**src/rtl/game_sequencer.sv**
```systemverilog
// Breakout phase controller: sequences attract/serve/play/lost/cleared/over,
// gates ball and paddle, reloads blocks and keeps lives, score and level.
module game_sequencer #(
    parameter int NUM_LIVES    = 3,
    parameter int SERVE_FRAMES = 60,
    parameter int PAUSE_FRAMES = 90,
    parameter int SCORE_W      = 10
) (
    input  logic               clk,
    input  logic               nRst,
    input  logic               en,
    input  logic               frame_pulse,
    input  logic               btn_select,
    input  logic               ball_lost,
    input  logic               block_hit,
    input  logic               all_cleared,
    output logic               do_move,
    output logic               ball_hold,
    output logic               paddle_en,
    output logic               blocks_reset,
    output logic [1:0]         lives,
    output logic [SCORE_W-1:0] score,
    output logic [3:0]         level,
    output logic [2:0]         state
);
    typedef enum logic [2:0] {
        S_IDLE    = 3'd0,
        S_SERVE   = 3'd1,
        S_PLAY    = 3'd2,
        S_LOST    = 3'd3,
        S_CLEARED = 3'd4,
        S_OVER    = 3'd5
    } state_e;

    localparam int CNT_MAX = (SERVE_FRAMES > PAUSE_FRAMES) ? SERVE_FRAMES : PAUSE_FRAMES;
    localparam int CNT_W   = $clog2(CNT_MAX + 1);
    localparam logic [CNT_W-1:0] SERVE_CNT  = CNT_W'(SERVE_FRAMES);
    localparam logic [CNT_W-1:0] PAUSE_CNT  = CNT_W'(PAUSE_FRAMES);
    localparam logic [1:0]       LIVES_INIT = 2'(NUM_LIVES);

    state_e             state_q, state_d;
    logic               sync1_q, sync2_q, sync3_q, sel_q;
    logic               fp_q, lost_q, hit_q, clr_q;
    logic [CNT_W-1:0]   frm_cnt_q, frm_cnt_d, frm_inc;
    logic [1:0]         lives_q, lives_d;
    logic [SCORE_W-1:0] score_q, score_d;
    logic [3:0]         level_q, level_d;
    logic               blocks_reset_q, blocks_reset_d;
    logic               do_move_q, ball_hold_q, paddle_en_q;
    logic               act_sel, act_fp, act_lost, act_hit, act_clr;

    // Synchronizer runs regardless of en; events are captured only while enabled.
    always_ff @(posedge clk or negedge nRst) begin
        if (!nRst) begin
            sync1_q <= 1'b0;
            sync2_q <= 1'b0;
            sync3_q <= 1'b0;
            sel_q   <= 1'b0;
            fp_q    <= 1'b0;
            lost_q  <= 1'b0;
            hit_q   <= 1'b0;
            clr_q   <= 1'b0;
        end else begin
            sync1_q <= btn_select;
            sync2_q <= sync1_q;
            sync3_q <= sync2_q;
            sel_q   <= sync2_q & ~sync3_q;
            fp_q    <= frame_pulse & en;
            lost_q  <= ball_lost & en;
            hit_q   <= block_hit & en;
            clr_q   <= all_cleared & en;
        end
    end

    assign act_sel  = en & sel_q;
    assign act_fp   = en & fp_q;
    assign act_lost = en & lost_q;
    assign act_hit  = en & hit_q;
    assign act_clr  = en & clr_q;
    assign frm_inc  = frm_cnt_q + CNT_W'(act_fp & ~(&frm_cnt_q));

    always_comb begin
        state_d        = state_q;
        frm_cnt_d      = frm_inc;
        lives_d        = lives_q;
        score_d        = score_q;
        level_d        = level_q;
        blocks_reset_d = 1'b0;
        case (state_q)
            S_IDLE: begin
                if (act_sel) begin
                    state_d        = S_SERVE;
                    lives_d        = LIVES_INIT;
                    score_d        = '0;
                    level_d        = '0;
                    blocks_reset_d = 1'b1;
                end
            end
            S_SERVE: begin
                if (act_sel || (frm_inc >= SERVE_CNT)) state_d = S_PLAY;
            end
            S_PLAY: begin
                if (act_hit && (score_q != '1)) score_d = score_q + 1'b1;
                // A cleared field outranks a lost ball in the same cycle.
                if (act_clr) begin
                    state_d = S_CLEARED;
                end else if (act_lost) begin
                    if (lives_q > 2'd1) begin
                        lives_d = lives_q - 2'd1;
                        state_d = S_LOST;
                    end else begin
                        lives_d = '0;
                        state_d = S_OVER;
                    end
                end
            end
            S_LOST: begin
                if (frm_inc >= PAUSE_CNT) state_d = S_SERVE;
            end
            S_CLEARED: begin
                if (frm_inc >= PAUSE_CNT) begin
                    state_d        = S_SERVE;
                    blocks_reset_d = 1'b1;
                    if (level_q != 4'hF) level_d = level_q + 1'b1;
                end
            end
            S_OVER: begin
                if (act_sel) state_d = S_IDLE;
            end
            default: state_d = S_IDLE;
        endcase
        if (state_d != state_q) frm_cnt_d = '0;
    end

    always_ff @(posedge clk or negedge nRst) begin
        if (!nRst) begin
            state_q        <= S_IDLE;
            frm_cnt_q      <= '0;
            lives_q        <= LIVES_INIT;
            score_q        <= '0;
            level_q        <= '0;
            blocks_reset_q <= 1'b0;
            do_move_q      <= 1'b0;
            ball_hold_q    <= 1'b1;
            paddle_en_q    <= 1'b0;
        end else begin
            state_q        <= state_d;
            frm_cnt_q      <= frm_cnt_d;
            lives_q        <= lives_d;
            score_q        <= score_d;
            level_q        <= level_d;
            blocks_reset_q <= blocks_reset_d;
            do_move_q      <= en & (state_d == S_PLAY);
            ball_hold_q    <= (state_d != S_PLAY);
            paddle_en_q    <= (state_d == S_SERVE) || (state_d == S_PLAY);
        end
    end

    assign do_move      = do_move_q;
    assign ball_hold    = ball_hold_q;
    assign paddle_en    = paddle_en_q;
    assign blocks_reset = blocks_reset_q;
    assign lives        = lives_q;
    assign score        = score_q;
    assign level        = level_q;
    assign state        = state_q;
endmodule

```
**config.mk**
```make
export PLATFORM = sky130hd
export DESIGN_NAME = game_sequencer
export DESIGN_NICKNAME = d
export VERILOG_FILES = /design/src/rtl/game_sequencer.sv
export SDC_FILE = /design/constraint.sdc
export NUM_CORES = 1
export LEC_CHECK = 0
export CORE_ASPECT_RATIO = 2
export CORE_UTILIZATION = 53
export CTS_CLUSTER_SIZE = 28
export DETAILED_ROUTE_END_ITERATION = 7
export PLACE_DENSITY = 0.84
export SETUP_SLACK_MARGIN = 0.05
export SYNTH_ARGS = -nofsm -noshare
export SYNTH_HDL_FRONTEND = slang
export SYNTH_SLANG_ARGS = --single-unit
```
**constraint.sdc**
```tcl
create_clock -name clk -period 3.2 [get_ports clk]
set_input_delay 0.64 -clock clk [delete_from_list [all_inputs] [get_ports clk]]
set_output_delay 0.64 -clock clk [all_outputs]
set_load 0.03 [all_outputs]
```
==> results of run 1 <==
-- registers in the layout (all words and copies together) (netlist names), 2 cells and up --
signal,flops
level,4
lives,2
score,10
frm_cnt_q,7
state,3
-- through the flow --
step	setup slack, ns	hold WS (ns)	total power [µW]	util
floorplan	0.113	0.331	911	-
global placement	-0.0180	0.347	1070	0.683
detailed placement	-0.119	0.346	1080	0.683
CTS	0.186	0.362	1470	0.713
global route	-0.0507	0.369	1540	0.717
finish	0.0835	0.360	1470	0.717
-- power breakdown --
part	internal (µW)	switching [µW]	leakage, µW
combinational	198	248	0.000543
clock	217	160	0.0000575
sequential	555	89.5	0.000494
total	971	498	0.00109
-- what timing repair did --
| item | CTS | global route |
|---|---|---|
| gates resized for setup | 0 | 4 |
| hold buffers | 0 | 0 |
| setup endpoints to repair | 0 | 7 |
-- final cells by class --
cell class / instances / area (µm²)
inverters: 8 / 30.0
repair buffers: 44 / 417
well taps: 49 / 61.3
clock buffers: 8 / 110
flip-flops and latches: 38 / 955
multi-input cells: 149 / 1040
fillers: 290 / 1030
-- cells in the mapped netlist, types with 2 or more instances --
master	instances
a211oi_2	2
a21o_1	2
a21oi_1	8
a221oi_1	3
a31oi_1	2
a32o_2	2
and2_1	5
and3_1	7
buf_2	2
clkbuf_1	3
dfrtp_1	35
dfstp_2	3
ha_1	4
inv_1	8
mux2_2	2
mux2i_1	3
nand2_1	18
nand3_1	6
nand3b_1	2
nand4_1	3
nor2_1	20
nor2b_1	3
nor3_1	5
nor3_2	5
o211ai_1	3
o21ai_0	6
xnor2_1	7
xor2_1	4
-- metal layers --
| metal | share of wire | wire length (µm) | vias to the layer above |
|---|---|---|---|
| li1 | - | - | 816 |
| met1 | 0.35 | 1720 | 857 |
| met2 | 0.58 | 2810 | 47 |
| met3 | 0.025 | 122 | 17 |
| met4 | 0.043 | 211 | 0 |
| met5 | 0 | 0 | - |
-- worst max path at each step --
| stage | startpoint | end | slack [ns] | cells after the start |
|---|---|---|---|---|
| 2_1_floorplan | en | paddle_en$_DFF_PN0_ | 0.11 | 11 |
| 5_1_grt | en | paddle_en$_DFF_PN0_ | -0.05 | 11 |
| 4_1_cts | en | paddle_en$_DFF_PN0_ | 0.19 | 11 |
| 3_5_place_dp | en | paddle_en$_DFF_PN0_ | -0.12 | 11 |
| 3_3_place_gp | en | paddle_en$_DFF_PN0_ | -0.02 | 11 |
| 6_report | en | paddle_en$_DFF_PN0_ | 0.08 | 11 |
-- cell families (layout without fill, tap and decap cells) --
logic type      Yosys count  after routing  synth area share
xor+xnor                 12             12            0.0551
compound gates           45             45             0.175
fa+ha+maj                 4              4            0.0245
simple gates             83             83             0.224
flops                    38             38             0.467
buf+inv                  14             60            0.0288
mux                       5              5            0.0257
-- placed cells by master (no fill, tap or decap), types with 2 or more instances in the layout --
cell type	synthesis	final
a211oi_2	2	2
a21o_1	2	2
a21oi_1	8	8
a221oi_1	3	3
a31oi_1	2	2
a32o_2	2	2
and2_1	5	5
and3_1	7	7
buf_4	1	12
clkbuf_8	0	8
clkdlybuf4s50_1	0	29
dfrtp_1	35	35
dfstp_2	3	3
ha_1	4	2
ha_2	0	2
inv_1	8	8
mux2_2	2	2
mux2i_1	3	3
nand2_1	18	18
nand3_1	6	6
nand3b_1	2	2
nand4_1	3	3
nor2_1	20	20
nor2b_1	3	3
nor3_1	5	4
nor3_2	5	6
o211ai_1	3	3
o21ai_0	6	6
xnor2_1	7	7
xor2_1	4	4
==> out/metrics.yaml, run 1 <==
status: "complete, no violations"
drc_errors: 0
avgRoutedWirePerCell_um: 16.4
core_area_um2: 3650
cp_top_family: "compound AO/OA/AOI/OAI gates"
synth-edff-count: 0
die_w_um: 45.9
gr-usage-met1: 0.277
avgViaCountPerCell: 5.87
cts-root-buf: "clkbuf_8"
grt.met3_usage: 0.0361
antenna_found_initial: 0
fin_crit_sh: 0.974
initial_core_util: 0.561
fmax_mhz: 321
grt.total_usage: 0.262
rrSetupSlack_ns: 0.25
busiest_layer: "met2"
synth_top_area_share: 0.428
synthCells: 201
ir_drop_v: 0.000572
cts_tree: "yes"
endpoint_kind: "register"
dp_hpwl_um: 3500
cp.arrival_ns: 3.27
r2r_end: "paddle_en$_DFF_PN0_"
syn_to_final_growth_pct: 27.8
finalSetupViolCount: 0
vias: 1737
postSynthNetCount: 213
max_cap_viol_count: 0
p_per_area_nw_per_um2: 562
yosys-top-cells-area: "dfrtp_1 43%, dfstp_2 3.9%, nor2_1 3.7%, nand2_1 3.3%, xnor2_1 3.0%"
pin_count: 31
cts-buffers-inserted: 5
slew_violations: 0
critPathLaunchType: "primary input"
gr-usage-met2: 0.460
antenna_left: 0
synthFlopType: "dfrtp_1"
chipHeight_um: 89.8
critical_path_class: "primary input to register"
fin_area_um2: 2610
crit_required_ns: 3.36
tns_ns: 0
grt_max_degree: 39
worstMarginPinSlew_ns: 0.844
wl_um: 4860
min_path_type: "register to register"
fp.dieArea_um2: 4120
h-tree-depth: 2
final-instance-count-excl-fill: 296
path_clk_slew_ns: 0.07
io_buffers: 30
ys_seq_area_frac: 0.467
r2r_cells: 10
avgSynthCellArea_um2: 10.2
synth_area_um2: 2040
yosysTopAreaCell: "dfrtp_1"
finClkSkew_ns: 0.00474
finalHoldViolations: 0
ys_types: 56
place_inst: 288
fp-row-count: 31
whs_endpoint: "sync2_q$_DFF_PN0_"
worst_path_largest_cell_delay_ns: 0.48
worstSkewPairLatency_ns: 0.29
placed_area_um2: 2490
rsz0062_at_grt: "yes"
postCtsSetupBuffers: 0
crit_buf_inv: 1
min_path_cells: 0
synth_seq_cells: 38
crit_slowest_cell: "clkdlybuf4s50_1"
firstDrtPassIters: 4
ys_async_sr_fraction: 1.00
drt-initial-drc-count: 54
nNetsFinal: 258
hp-start: "sync1_q$_DFF_PN0_"
clock_sinks: 38
fin_crit_ns: 3.12
critPathMaxFanout: 3
place_congestion: 0.941
drive_gt1_frac: 0.202
p_leak_uw: 0.00109
diodes: 0
reg2reg_from: "frm_cnt_q[1]$_DFF_PN0_"
path_cells: "clkdlybuf4s50_1 -> nand2_1 -> a31oi_1 -> ha_2 -> ha_2 -> nand2_1 -> a2111o_1 -> a32o_2 -> a32o_2 -> a221oi_1 -> a211oi_2"
first_global_vias: 1814
ys.warnings.count: 0
overflow: 0
cts_max_path_buffers: 2
maxSlewHeadroom: 0.437
grt_pass1_wl_um: 8020
Note: power is estimated with default switching activity, not from simulation.
==> run 2, diff against run 1 <==
CORE_UTILIZATION = 50   (was 53)
PLACE_DENSITY = 0.8   (was 0.84)
==> out/metrics.yaml, run 2 (synthesis results as in run 1) <==
crit_slowest_cell: "clkdlybuf4s50_1"
place_congestion: 0.878  # -6.8%
overflow: 0  # unchanged
min_path_cells: 0  # unchanged
cp_top_family: "compound AO/OA/AOI/OAI gates"
worstMarginPinSlew_ns: 0.812  # -0.0320 ns
p_leak_uw: 0.00109  # about the same
rsz0062_at_grt: "no"
cts-buffers-inserted: 5  # unchanged
hp-start: "sync1_q$_DFF_PN0_"
wl_um: 4500  # -7.3%
fp.dieArea_um2: 4360  # +5.8%
chipHeight_um: 92.4  # +2.9%
firstDrtPassIters: 4  # unchanged
layout_commonest_cell: "dfrtp_1"
path_cells: "clkdlybuf4s50_1 -> nand2_1 -> a31oi_1 -> ha_1 -> ha_1 -> nand2_1 -> a2111o_1 -> a32o_2 -> a32o_2 -> a221oi_1 -> a211oi_2"
cp.arrival_ns: 3.19  # -0.08 ns
rrSetupSlack_ns: 0.37  # +0.12 ns
io_buffers: 30  # unchanged
clock_sinks: 38  # unchanged
reg2reg_from: "frm_cnt_q[3]$_DFF_PN0_"
grt_max_degree: 39  # unchanged
fmax_mhz: 330  # +2.9%
tns_ns: 0  # unchanged
dp_slack_ns: -0.130  # -0.0107 ns
finalSetupViolCount: 0  # unchanged
nNetsFinal: 257  # -0.39%
drc_errors: 0  # unchanged
slew_violations: 0  # unchanged
postCtsSetupBuffers: 0  # unchanged
finClkSkew_ns: 0.00467  # -0.0000727 ns
min_path_type: "register to register"
fin_crit_ns: 3.03  # -0.0885 ns
first_global_vias: 1821  # +0.39%
initial_core_util: 0.526  # -0.0343
critical_path_class: "primary input to register"
dp_hpwl_um: 3320  # -4.9%
crit_required_ns: 3.36  # about the same
pin_count: 31  # unchanged
path_clk_slew_ns: 0.07  # about the same
ir_drop_v: 0.000370  # -35%
cts-root-buf: "clkbuf_8"
avgViaCountPerCell: 5.79  # -1.4%
final_util: 0.669  # -0.0477
fin_crit_sh: 0.946  # -0.0277
worst_path_largest_cell_delay_ns: 0.51  # +0.03 ns
cts_hold_buf: 0  # unchanged
core_area_um2: 3880  # +6.5%
avgRoutedWirePerCell_um: 15.2  # -7.6%
diodes: 0  # unchanged
worstSkewPairLatency_ns: 0.29  # about the same
finalHoldViolations: 0  # unchanged
max_cap_viol_count: 0  # unchanged
startpoint: "en"
grt_pass1_wl_um: 7690  # -4.2%
r2r_cells: 10  # unchanged
holdWs_ns: 0.358  # -0.00212 ns
h-tree-depth: 2  # unchanged
critPathMaxFanout: 3  # unchanged
die_w_um: 47.2  # +2.8%
antenna_found_initial: 0  # unchanged
p_per_area_nw_per_um2: 565  # +0.61%
critPathLaunchType: "primary input"
grt.total_usage: 0.246  # -0.0158
fp-row-count: 32  # +3.2%
vias: 1719  # -1.0%
maxSlewHeadroom: 0.459  # +0.0214
largest_reg_flops: 10  # unchanged
setup_slack_ns: 0.172  # +0.0885 ns
status: "complete, no violations"
mostFrequentLayoutCells: "35 x dfrtp_1, 29 x clkdlybuf4s50_1, 20 x nor2_1"
antenna_left: 0  # unchanged
drive_gt1_frac: 0.191  # -0.0114
power.total_uw: 1470  # about the same
cts_tree: "yes"
crit_buf_inv: 1  # unchanged
drt-initial-drc-count: 53  # -1.9%
r2r_end: "paddle_en$_DFF_PN0_"
syn_to_final_growth_pct: 27.1
endpoint_kind: "register"
whs_endpoint: "sync2_q$_DFF_PN0_"
cts_max_path_buffers: 2  # unchanged
[run 2: worst max-delay path by stage]
| stage | endpoint | cells after the start |
|---|---|---|
| 6_report | paddle_en$_DFF_PN0_ | 11 |
| 5_1_grt | paddle_en$_DFF_PN0_ | 11 |
| 4_1_cts | paddle_en$_DFF_PN0_ | 11 |
| 3_5_place_dp | paddle_en$_DFF_PN0_ | 11 |
| 3_3_place_gp | paddle_en$_DFF_PN0_ | 11 |
| 2_1_floorplan | paddle_en$_DFF_PN0_ | 11 |
[run 2: repair_timing]
| item | CTS | global route |
|---|---|---|
| endpoints found under the hold margin | 0 | 0 |
| resized for setup | 0 | 1 |
| endpoints found under the setup margin | 0 | 1 |
[run 2: where the power goes]
group	leakage [µW]	internal (µW)	switching, µW
registers	0.000494	555	83.4
logic	0.000542	195	243
clock network	0.0000579	229	163
[run 2: routing by layer]
| layer | wire [µm] | vias to the layer above | track usage |
|---|---|---|---|
| met4 | 176 | 0 | 0.136 |
| met2 | 2610 | 59 | 0.434 |
| li1 | - | 808 | - |
| met5 | 0 | - | 0 |
| met1 | 1550 | 836 | 0.253 |
| met3 | 165 | 16 | 0.0429 |
[run 2: metrics by stage]
stage / std cells / cell area [µm²]
after floorplan: 201 / 2040
after global placement: 289 / 2480
after detailed placement: 289 / 2480
after CTS: 297 / 2590
after global routing: 297 / 2600
final: 297 / 2600
[run 2: layout make-up]
cell class / instances / area, µm²
well taps: 51 / 63.8
clock buffers: 5 / 68.8
repair buffers: 43 / 405
flip-flops and latches: 38 / 955
clock inverters: 3 / 40.0
inverters: 8 / 30.0
fillers: 317 / 1280
multi-input cells: 149 / 1040
[run 2: worst register-to-register path: stages (launching register included)]
cell and delay (ns):
dfrtp_1 0.46, and3_1 0.22, a31oi_1 0.18, ha_1 0.19
ha_1 0.19, nand2_1 0.09, a2111o_1 0.40, a32o_2 0.31
a32o_2 0.28, a221oi_1 0.29, a211oi_2 0.08
==> run 3, diff against run 2 <==
CTS_CLUSTER_DIAMETER = 50   (was unset)
==> results of run 3 <==
No change in the layout: final DEF, timing and power equal those of run 2.
